### config.mk
export PLATFORM = sky130hd
export DESIGN_NAME = bram_ctrl
export DESIGN_NICKNAME = d
export VERILOG_FILES = /design/src/rtl/bram_ctrl.sv
export SDC_FILE = /design/constraint.sdc
export NUM_CORES = 1
export LEC_CHECK = 0
export BUFFER_PORTS_ARGS = -buffer_cell sky130_fd_sc_hd__clkbuf_2
export CORE_ASPECT_RATIO = 0.7
export CORE_MARGIN = 1
export CORE_UTILIZATION = 37
export DETAILED_ROUTE_END_ITERATION = 8
export PLACE_DENSITY = 0.75
export SYNTH_ARGS = -nofsm -noshare
export SYNTH_HDL_FRONTEND = slang
export SYNTH_SLANG_ARGS = --single-unit
### constraint.sdc
create_clock -name clk -period 1.6 [get_ports clk]
set_clock_uncertainty 0.2 [all_clocks]
set_input_delay 0.16 -clock clk [delete_from_list [all_inputs] [get_ports clk]]
set_output_delay 0.16 -clock clk [all_outputs]
set_load 0.005 [all_outputs]
### src/rtl/bram_ctrl.sv
// bram_ctrl: valid/ready request front end for a 1-cycle registered-read BRAM.
// It takes one request at a time and checks it against the BRAM address window.
// It then drives the BRAM write/read ports and waits out the read latency.
// Completion is reported with a single-cycle mem_ready pulse.
module bram_ctrl #(
  parameter int          BRAM_DEPTH = 10,
  parameter logic [31:0] BASE_ADDR  = 32'h0000_0000
) (
  input  logic                  clk,
  input  logic                  rst,
  input  logic                  mem_valid,
  input  logic [31:0]           mem_addr,
  input  logic [31:0]           mem_wdata,
  input  logic [3:0]            mem_wstrb,
  output logic                  mem_ready,
  output logic [31:0]           mem_rdata,
  output logic                  mem_error,
  output logic                  bram_wen,
  output logic [BRAM_DEPTH-1:0] bram_waddr,
  output logic [BRAM_DEPTH-1:0] bram_raddr,
  output logic [31:0]           bram_wdata,
  output logic [3:0]            bram_wstrb,
  input  logic [31:0]           bram_rdata
);

  typedef enum logic [1:0] {IDLE, ISSUE, WAIT, DONE} state_t;

  state_t      state_q, state_d;
  logic [31:0] addr_q, addr_d;
  logic [31:0] wdata_q, wdata_d;
  logic [3:0]  wstrb_q, wstrb_d;
  logic        err_q, err_d;
  logic [31:0] rdata_q, rdata_d;
  logic        mem_ready_q, mem_ready_d;
  logic        mem_error_q, mem_error_d;
  logic [31:0] mem_rdata_q, mem_rdata_d;
  logic [3:0]  issue_strb_q, issue_strb_d;
  logic        addr_err;
  logic        unused_addr_bits;

  // The request is out of range when any bit above the word index differs from the window base.
  assign addr_err = (mem_addr[31:BRAM_DEPTH+2] != BASE_ADDR[31:BRAM_DEPTH+2]);

  // Only the word-index bits of the captured address reach the BRAM.
  assign unused_addr_bits = ^{addr_q[31:BRAM_DEPTH+2], addr_q[1:0]};

  // The BRAM ports always mirror the captured request, and the strobes are live only in ISSUE.
  // Reset gates the write enable directly, so an in-flight write is killed within the same cycle.
  assign bram_waddr = addr_q[BRAM_DEPTH+1:2];
  assign bram_raddr = addr_q[BRAM_DEPTH+1:2];
  assign bram_wdata = wdata_q;
  assign bram_wstrb = issue_strb_q;
  assign bram_wen   = (issue_strb_q != 4'd0) && !rst;

  assign mem_ready = mem_ready_q;
  assign mem_error = mem_error_q;
  assign mem_rdata = mem_rdata_q;

  // Next-state and next-output logic.
  // Response outputs are computed one cycle early so that they come straight from flops in DONE.
  always_comb begin
    state_d      = state_q;
    addr_d       = addr_q;
    wdata_d      = wdata_q;
    wstrb_d      = wstrb_q;
    err_d        = err_q;
    rdata_d      = rdata_q;
    mem_ready_d  = 1'b0;
    mem_error_d  = 1'b0;
    mem_rdata_d  = 32'd0;
    issue_strb_d = 4'd0;
    case (state_q)
      IDLE: begin
        if (mem_valid) begin
          addr_d  = mem_addr;
          wdata_d = mem_wdata;
          wstrb_d = mem_wstrb;
          err_d   = addr_err;
          if (addr_err) begin
            state_d     = DONE;
            mem_ready_d = 1'b1;
            mem_error_d = 1'b1;
          end else begin
            state_d      = ISSUE;
            issue_strb_d = mem_wstrb;
          end
        end
      end
      ISSUE: begin
        if (wstrb_q != 4'd0) begin
          state_d     = DONE;
          mem_ready_d = 1'b1;
          mem_error_d = err_q;
        end else begin
          state_d = WAIT;
        end
      end
      WAIT: begin
        rdata_d     = bram_rdata;
        mem_rdata_d = bram_rdata;
        mem_ready_d = 1'b1;
        mem_error_d = err_q;
        state_d     = DONE;
      end
      DONE: begin
        state_d = IDLE;
      end
      default: begin
        state_d = IDLE;
      end
    endcase
  end

  // State and request registers, cleared by the synchronous reset.
  always_ff @(posedge clk) begin
    if (rst) begin
      state_q      <= IDLE;
      addr_q       <= 32'd0;
      wdata_q      <= 32'd0;
      wstrb_q      <= 4'd0;
      err_q        <= 1'b0;
      rdata_q      <= 32'd0;
      mem_ready_q  <= 1'b0;
      mem_error_q  <= 1'b0;
      mem_rdata_q  <= 32'd0;
      issue_strb_q <= 4'd0;
    end else begin
      state_q      <= state_d;
      addr_q       <= addr_d;
      wdata_q      <= wdata_d;
      wstrb_q      <= wstrb_d;
      err_q        <= err_d;
      rdata_q      <= rdata_d;
      mem_ready_q  <= mem_ready_d;
      mem_error_q  <= mem_error_d;
      mem_rdata_q  <= mem_rdata_d;
      issue_strb_q <= issue_strb_d;
    end
  end

endmodule

Word-level counts from Yosys, hierarchy flattened

Index checks and enable logic that the tools add are counted.

Register bits: 89
Bits in latches: 0
Memory bits (writable): 0
Memory bits (read-only): 0
Input bits: 103
Output and inout port bits: 91
Logic and storage cells: 35
Memories: 0

$add $sub $neg: 0
Multiply operators: 0
Divide/modulo/power cells: 0
Magnitude comparators: 0
Eq/ne operators: 4
Shift-type cells: 0
Mux-type cells: 10
Bitwise logic cells: 3
Reductions and logical operators: 9

Operators with widths:

| cell               | count |
|---|---|
| $reduce_bool 20->1 | 1 |
| $pmux 2 s4         | 1 |
| $reduce_bool 4->1  | 2 |
| $pmux 1 s3         | 2 |
| $mux 1             | 5 |
| $eq 2x2->1 const B | 2 |
| $mux 2             | 2 |
| $reduce_or 4->1    | 1 |
| $not 1->1          | 3 |
| $eq 2x1->1 const B | 1 |
| $logic_not 2->1    | 1 |
| $ne 2x2->1 const B | 1 |
| $reduce_and 2->1   | 1 |
| $reduce_or 2->1    | 1 |
| $logic_and 1x1->1  | 1 |
| $logic_not 1->1    | 1 |

Depth between registers and ports, before layout

Gate-level depths: netlist (run 1).

Word-level depth: 4
Depth in mapped cells: 7
Gate-level depth less buffers: 5

Worst setup path after synthesis (run 1)

OpenSTA, ideal clock, no wires.

Kind: register to register
From: register state_q[0]
To: register addr_q[11]
Library setup time: 0.132 ns
Arrival: 1.204 ns
Required time: 1.268 ns
Path slack: 0.064 ns
Stages on the path, launching flop included: 8
Buffers on the path: 2
Period minus slack after synthesis: 1.536 ns
Cells stage by stage: dfxtp_1 -> inv_1 -> ha_1 -> and2_1 -> buf_2 -> buf_2 -> nand2_1 -> a21oi_1

Cells in the longest elaborated chain, start to end: 2

RTL lines:

| element                           | RTL line | source |
|---|---|---|
| start, declared                   | 28       | `state_t state_q, state_d;` |
| start signal, assigned            | 128      | `state_q <= state_d;` |
| $logic_not 2->1                   | 72       | `case (state_q)` |
| $reduce_and 2->1 (no source line) | -        |  |
| end signal, assigned              | 129      | `addr_q <= addr_d;` |
| end, declared                     | 29       | `logic [31:0] addr_q, addr_d;` |

No other way between the ends.
A chain may end at the register's enable or synchronous reset.

Final worst setup path (run 1)

From: register wstrb_q[3]
To: register mem_error_q, in the netlist mem_error

Cells in the longest elaborated chain, start to end: 3

RTL lines:

| element                | RTL line | source |
|---|---|---|
| start, declared        | 31       | `logic [3:0] wstrb_q, wstrb_d;` |
| start signal, assigned | 131      | `wstrb_q <= wstrb_d;` |
| $reduce_bool 4->1      | 90       | `if (wstrb_q != 4'd0) begin` |
| $mux 1                 | 90       |  |
| $pmux 1 s3             | 72       |  |
| end signal, assigned   | 135      | `mem_error_q <= mem_error_d;` |
| end, declared          | 35       | `logic mem_error_q, mem_error_d;` |

No other way between the ends.

==> results.txt, run 1 <==
----------------------------------------------------
[Synthesis]
  Count of yosys warnings during synthesis ... 0
  Synthesized area divided by synthesized cell count ... 9.09 um2
  Synthesized net count ... 432
  Sequential fraction of the synthesis area ... 59.1%
  Mapped cell area ... 0.00295 mm2
  Number of unique standard cell types used by synthesis ... 24
  Syn Inst Count ... 324
  FF+latch count, synth ... 87

[Worst setup path]
  Worst setup SP type ... flip-flop
  Critical path class ... flip-flop to flip-flop
  Required time of the critical path ... 1.60 ns
  CP max stage cell ... sky130_fd_sc_hd__or4_4
  Worst Path Buf+Inv ... 0
  Kind of end point of the critical path ... flip-flop
  Cell Chain, Critical Path ... or4_4 -> a21oi_4 -> or2b_1 -> a211oi_1
  Levels on crit path ... 4
  Critical path's top delay family ... simple AND/OR/NAND/NOR gates
  Cell count of the worst reg-to-reg path ... 4
  Maximum fanout along the worst path ... 3
  Arrival time of the worst setup path ... 1.55 ns
  Slowest Stage Delay on Critical Path ... 0.54 ns

[Global route]
  Busiest grt layer ... met2
  Global-route track usage on met2 ... 40.1%
  Met1 global-route usage ... 22.3%
  GR Util met3 ... 7.23%
  Remaining Overflow, GRT ... 0
  All-Layer GR Usage ... 21.6%
  Number of global-route vias before repair ... 2990
  Initial antenna violation count ... 0
  Largest net degree at the start of global routing ... 33
  Wire length of the first global-routing pass ... 13900 um

[Timing]
  Clock period minus final worst setup slack ... 1.55 ns
  Worst slew margin ... 80.5%
  Transition time at the pin with the least slew margin ... 0.291 ns
  F_max ... 644 MHz
  Final period util ... 97.0%
  Number of pins exceeding their max-slew limit in the final report ... 0
  Hold violation count in the final report ... 0
  Finish-stage setup viols ... 0

[Clock tree]
  Setup repair bufs after CTS ... 0
  H-Tree Level Count ... 3
  Root cell of the clock tree ... sky130_fd_sc_hd__clkbuf_16
  TritonCTS clock tree ... done
  Clk pin slew, worst setup/hold paths ... 0.06 ns
  Clock Path Buffers ... 2
  Sink Count ... 87
  TritonCTS Buffers ... 9
  Clock latency on the worst-skew pair ... 0.33 ns

[Power and ir drop]
  Lkg Pwr ... 2.48 nW
  Ratio of total power to cell area ... 1390 mW/mm2
  Worst ir drop on vdd ... 0.00108 V

[Floorplan]
  Area of the die ... 0.00833 mm2
  Core area ... 0.00751 mm2
  Chip height ... 76.7 um
  Effective utilization at floorplan ... 39.2%
  Site row count ... 26
  Die extent in x ... 109 um
  IO Count ... 194

[Placed design]
  Weighted congestion reported at the end of routability-driven placement ... 0.683
  Hpwl dp ... 5590 um
  Placed instance area ... 0.00397 mm2
  # port buffers ... 191

[Run status]
  Run status ... finished clean

[Final layout]
  Final core utilization ... 69.5%
  Final antenna diode count ... 0
  Post-layout instance area ... 0.00522 mm2
  Area added between synthesis and finish ... 77.3%
  Net count reported at finish ... 694
  Share of cells above drive strength 1 ... 38.9%

[Route]
  ANT nets after route ... 0
  Routed wire length ... 9050 um
  Number of remaining DRC errors ... 0
  Final routed wire length divided by cell count ... 13.1 um
  Via-per-instance ratio ... 4.51
  Number of iterations in the first detailed-routing pass ... 4
  Vias after detailed routing ... 3109
  Number of DRC violations after detailed-routing iteration 0 ... 111

[Min path]
  Path category of the worst min-delay check ... input port to flip-flop
  Count of cells along the worst hold path ... 3

[Job]
  Max_cap viols ... 0

----------------------------------------------------
cell usage in the layout (no fill, tap or decap), types with 2 or more instances in the layout:
| master | synthesis | final |
|---|---|---|
| sky130_fd_sc_hd__buf_4 | 10 | 5 |
| sky130_fd_sc_hd__dlygate4sd3_1 | 0 | 78 |
| sky130_fd_sc_hd__nor2_1 | 2 | 2 |
| sky130_fd_sc_hd__nor4_1 | 6 | 6 |
| sky130_fd_sc_hd__inv_2 | 0 | 2 |
| sky130_fd_sc_hd__clkbuf_16 | 0 | 10 |
| sky130_fd_sc_hd__buf_6 | 0 | 3 |
| sky130_fd_sc_hd__nand2_1 | 95 | 94 |
| sky130_fd_sc_hd__bufinv_16 | 0 | 4 |
| sky130_fd_sc_hd__and2_1 | 37 | 36 |
| sky130_fd_sc_hd__a21oi_1 | 47 | 47 |
| sky130_fd_sc_hd__buf_12 | 0 | 2 |
| sky130_fd_sc_hd__clkbuf_2 | 0 | 191 |
| sky130_fd_sc_hd__ha_1 | 5 | 4 |
| sky130_fd_sc_hd__dfxtp_1 | 87 | 86 |
| sky130_fd_sc_hd__a211oi_1 | 2 | 2 |
cells in the mapped netlist:
master | n | area [um2]
sky130_fd_sc_hd__nand2_1 | 95 | 357
sky130_fd_sc_hd__dfxtp_1 | 87 | 1740
sky130_fd_sc_hd__a21oi_1 | 47 | 235
sky130_fd_sc_hd__and2_1 | 37 | 231
sky130_fd_sc_hd__clkbuf_1 | 11 | 41.3
sky130_fd_sc_hd__buf_4 | 10 | 75.1
sky130_fd_sc_hd__buf_2 | 8 | 40.0
sky130_fd_sc_hd__nor4_1 | 6 | 37.5
sky130_fd_sc_hd__ha_1 | 5 | 62.6
sky130_fd_sc_hd__a211oi_1 | 2 | 15.0
sky130_fd_sc_hd__inv_1 | 2 | 7.51
sky130_fd_sc_hd__nor2_1 | 2 | 7.51
sky130_fd_sc_hd__a2111oi_0 | 1 | 8.76
sky130_fd_sc_hd__a21oi_2 | 1 | 8.76
sky130_fd_sc_hd__a221oi_1 | 1 | 8.76
sky130_fd_sc_hd__and2b_1 | 1 | 7.51
sky130_fd_sc_hd__nand3_1 | 1 | 5.00
sky130_fd_sc_hd__nor2b_1 | 1 | 6.26
sky130_fd_sc_hd__nor3_1 | 1 | 5.00
sky130_fd_sc_hd__nor4_2 | 1 | 12.5
sky130_fd_sc_hd__nor4b_1 | 1 | 8.76
sky130_fd_sc_hd__o21ai_1 | 1 | 5.00
sky130_fd_sc_hd__or2b_1 | 1 | 7.51
sky130_fd_sc_hd__or4_4 | 1 | 11.3
stage by stage:
step	total power (W)	instances	setup TNS (ns)	worst slack, ns	hold slack, ns
floorplan	0.00366	324	0	0.0641	0.0817
global placement	0.00432	594	0	0.0382	0.160
detailed placement	0.00439	594	-0.00633	-0.00633	0.162
CTS	0.00713	688	0	0.0268	0.0467
global route	0.00765	689	-0.0342	-0.0164	0.0828
finish	0.00726	689	0	0.0475	0.0658
what timing repair did:
action	4_1_cts	5_1_grt
hold buffers	78	0
gates cloned	0	1
pin swaps	0	2
resized for setup	6	12
endpoints found under the setup margin	1	72
endpoints found under the hold margin	82	0
final cells by class:
cell class | instances | area, um2
fillers | 575 | 2290
repair buffers | 280 | 1870
flip-flops and latches | 87 | 1740
multi-input cells | 206 | 1110
clock buffers | 11 | 243
clock inverters | 5 | 129
well taps | 98 | 123
inverters | 2 | 7.51
power by group:
part           leakage, nW  internal, W  switching (W)  total [W]
Clock                0.180      0.00173       0.000800    0.00253
Sequential           0.710      0.00254       0.000179    0.00272
Combinational         1.59      0.00102        0.00100    0.00202
registers in the layout, summed over array words and instances, names as in the netlist:
name and flops:
mem_error 1, wstrb_q 4, mem_ready 1, err_q 1
bram_wstrb 4, mem_rdata 32, bram_wdata 32, addr_q 10
state_q 2
cell families after synthesis:
family,synth area share (%)
AND/OR/NAND/NOR,23.7
flip-flops,59.1
AO/OA/AOI/OAI,9.55
buffers and inverters,5.56
adder cells (fa/ha/maj),2.12
worst reg2reg max path, cell delays in order (launching register included):
cell and delay [ns]:
sky130_fd_sc_hd__dfxtp_1 0.31, sky130_fd_sc_hd__or4_4 0.54, sky130_fd_sc_hd__a21oi_4 0.19, sky130_fd_sc_hd__or2b_1 0.12
sky130_fd_sc_hd__a211oi_1 0.06
final timing paths:
kind / startpoint / to / slack (ns)
min reg2reg: bram_wdata[6]$_SDFFE_PP0P_ / bram_wdata[6]$_SDFFE_PP0P_ / 0.25
max reg2reg: wstrb_q[3]$_SDFFE_PP0P_ / mem_error$_SDFF_PP0_ / 0.05
min: rst / bram_wstrb[0]$_SDFF_PP0_ / 0.07
max: wstrb_q[3]$_SDFFE_PP0P_ / mem_error$_SDFF_PP0_ / 0.05
routing by layer:
layer,vias to the layer above,share of wire (%)
li1,1559,-
met1,1402,38
met2,128,52
met3,20,7.0
met4,0,2.1
met5,-,0
Power figures use the tool's default switching activity.
==> run 2: changes to the inputs <==
--- a/config.mk
+++ b/config.mk
@@ -5,11 +5,12 @@
 export SDC_FILE = /design/constraint.sdc
 export NUM_CORES = 1
 export LEC_CHECK = 0
-export BUFFER_PORTS_ARGS = -buffer_cell sky130_fd_sc_hd__clkbuf_2
+export BUFFER_PORTS_ARGS = -buffer_cell sky130_fd_sc_hd__buf_2
 export CORE_ASPECT_RATIO = 0.7
 export CORE_MARGIN = 1
 export CORE_UTILIZATION = 37
 export DETAILED_ROUTE_END_ITERATION = 8
+export GPL_TIMING_DRIVEN = 0
 export PLACE_DENSITY = 0.75
 export SYNTH_ARGS = -nofsm -noshare
 export SYNTH_HDL_FRONTEND = slang
==> run 2 against run 1 <==
Cell area increased by 1.1%. Flip-flop and latch count unchanged. Die area unchanged. Hold slack improved by 0.025 ns. Non-clock buffer count increased by 20. Via count increased by 2.1%. Sequential share of layout area decreased by 0.35 points. Register-to-register slack about the same. Maximum frequency increased by 0.13%. Sequential power about the same. Largest cell class unchanged. Highest routed layer unchanged.
==> results.txt, run 2 (same netlist as run 1, synthesis figures left out) <==
----------------------------------------------------
[Route]
  ANT nets after route ... 0
  Vias after detailed routing ... 3175
  Number of remaining DRC errors ... 0
  Number of iterations in the first detailed-routing pass ... 5
  Routed wire length ... 9510 um
  Number of DRC violations after detailed-routing iteration 0 ... 125
  Via-per-instance ratio ... 4.48
  Final routed wire length divided by cell count ... 13.4 um

[Worst setup path]
  CP max stage cell ... sky130_fd_sc_hd__or4_4
  Worst setup SP type ... flip-flop
  Critical path class ... flip-flop to flip-flop
  Slack of the worst reg-to-reg path ... 0.05 ns
  Startpoint of the worst-slack reg-to-reg timing path ... wstrb_q[3]$_SDFFE_PP0P_
  R2R Path End ... mem_error$_SDFF_PP0_
  Maximum fanout along the worst path ... 3
  Cell count of the worst reg-to-reg path ... 4
  Cell Chain, Critical Path ... or4_4 -> a21oi_4 -> or2b_1 -> a211oi_1
  Arrival time of the worst setup path ... 1.54 ns
  Worst Path Buf+Inv ... 0
  Required time of the critical path ... 1.59 ns
  Kind of end point of the critical path ... flip-flop
  Slowest Stage Delay on Critical Path ... 0.55 ns
  Critical path's top delay family ... simple AND/OR/NAND/NOR gates

[Clock tree]
  Clk pin slew, worst setup/hold paths ... 0.06 ns
  Sink Count ... 87
  Clock Path Buffers ... 2
  H-Tree Level Count ... 3
  Clock latency on the worst-skew pair ... 0.33 ns
  TritonCTS Buffers ... 9
  Root cell of the clock tree ... sky130_fd_sc_hd__clkbuf_16
  TritonCTS clock tree ... done

[Global route]
  Remaining Overflow, GRT ... 0
  Initial antenna violation count ... 0
  All-Layer GR Usage ... 22.9%
  Wire length of the first global-routing pass ... 14600 um
  Largest net degree at the start of global routing ... 15
  Number of global-route vias before repair ... 3097

[Floorplan]
  IO Count ... 194
  Effective utilization at floorplan ... 39.2%
  Chip height ... 76.7 um
  Area of the die ... 0.00833 mm2
  Site row count ... 26
  Core area ... 0.00751 mm2
  Die extent in x ... 109 um

[Power and ir drop]
  Ratio of total power to cell area ... 1350 mW/mm2
  Lkg Pwr ... 2.57 nW
  Worst ir drop on vdd ... 0.000973 V

[Timing]
  Clock period minus final worst setup slack ... 1.55 ns
  Finish-stage setup viols ... 0
  F_max ... 645 MHz
  Final period util ... 96.9%
  Worst slew margin ... 64.0%
  Transition time at the pin with the least slew margin ... 0.540 ns
  Hold violation count in the final report ... 0
  Number of pins exceeding their max-slew limit in the final report ... 0

[Final layout]
  Most frequent cells in the layout ... sky130_fd_sc_hd__buf_2, sky130_fd_sc_hd__nand2_1, sky130_fd_sc_hd__dfxtp_1, sky130_fd_sc_hd__dlygate4sd3_1, sky130_fd_sc_hd__a21oi_1
  Most common library cell in the layout ignoring fill and taps ... sky130_fd_sc_hd__buf_2
  Final antenna diode count ... 0
  Post-layout instance area ... 0.00528 mm2
  Net count reported at finish ... 714
  Area added between synthesis and finish ... 79.3%
  Share of cells above drive strength 1 ... 40.8%
  Non-filler instance count after layout ... 709

[Placed design]
  Placed instance area ... 0.00402 mm2
  # port buffers ... 190
  Hpwl dp ... 5920 um
  Total instance count after detailed placement ... 612
  Weighted congestion reported at the end of routability-driven placement ... 0.690

[Job]
  Max_cap viols ... 0

[Min path]
  Hold worst-path end ... bram_wstrb[2]$_SDFF_PP0_
  Count of cells along the worst hold path ... 4
  Worst Min Path Start ... mem_valid
  Path category of the worst min-delay check ... input port to flip-flop

[Run status]
  Run status ... finished clean

----------------------------------------------------
run 2: cell types whose count changed in the layout (fill, tap and decap cells not counted), sizes merged:
cell / before / now
clkinv: 1 / 0
inv: 2 / 3
clkbuf: 203 / 21
bufinv: 4 / 2
clkinvlp: 0 / 1
buf: 10 / 213
run 2: worst register-to-register path, delay by kind of cell (launching register included):
kind            cells  cell delay, ns
flops               1            0.31
compound gates      2            0.24
simple gates        2            0.66
run 2: area by class of cell:
type	instances	area (um2)
Fill cell	576	2230
Timing Repair Buffer	271	1750
Sequential cell	87	1740
Multi-Input combinational cell	206	1100
Clock buffer	12	256
Buffer	29	220
Tap cell	98	123
Clock inverter	4	76.3
Inverter	2	10.0
run 2: layer usage:
metal	global-route usage, %	vias up	part of all wire, %
li1	-	1598	-
met1	25.5	1447	41
met2	41.2	112	51
met3	6.80	18	5.7
met4	7.43	0	1.5
met5	0	-	0
run 2: power breakdown:
group / switching, W / internal [W]
Combinational: 0.00102 / 0.00109
Clock: 0.000827 / 0.00146
Sequential: 0.000179 / 0.00254
run 2: repair_timing:
action                                 4_1_cts  5_1_grt
pin swaps                                    1        1
endpoints found under the hold margin       82        0
hold buffers                                78        0
gates resized for setup                     25       22
setup endpoints to repair                   74       69
setup buffers                                3        0
run 2: worst max path at each step:
stage	start	endpoint	slack, ns	cells past startpoint
after floorplan	state_q[0]$_SDFFE_PP0P_	addr_q[11]$_SDFFE_PP0P_	0.06	7
after global placement	state_q[0]$_SDFFE_PP0P_	addr_q[6]$_SDFFE_PP0P_	-0.19	7
after detailed placement	state_q[0]$_SDFFE_PP0P_	addr_q[9]$_SDFFE_PP0P_	-0.27	7
after CTS	state_q[0]$_SDFFE_PP0P_	addr_q[9]$_SDFFE_PP0P_	0.04	7
after global routing	state_q[0]$_SDFFE_PP0P_	state_q[1]$_SDFFE_PP0P_	-0.004	5
final	wstrb_q[3]$_SDFFE_PP0P_	mem_error$_SDFF_PP0_	0.05	4
run 2: metrics by stage:
stage | hold WS [ns] | utilization [%] | setup WS [ns] | power (W) | setup TNS (ns)
2_1_floorplan | 0.0817 | - | 0.0641 | 0.00366 | 0
3_3_place_gp | 0.160 | 53.5 | -0.193 | 0.00432 | -9.08
3_5_place_dp | 0.163 | 53.5 | -0.267 | 0.00438 | -12.23
4_1_cts | 0.123 | 69.4 | 0.0358 | 0.00698 | 0
5_1_grt | 0.101 | 70.3 | -0.00407 | 0.00755 | -0.00407
6_report | 0.0906 | 70.3 | 0.0495 | 0.00712 | 0
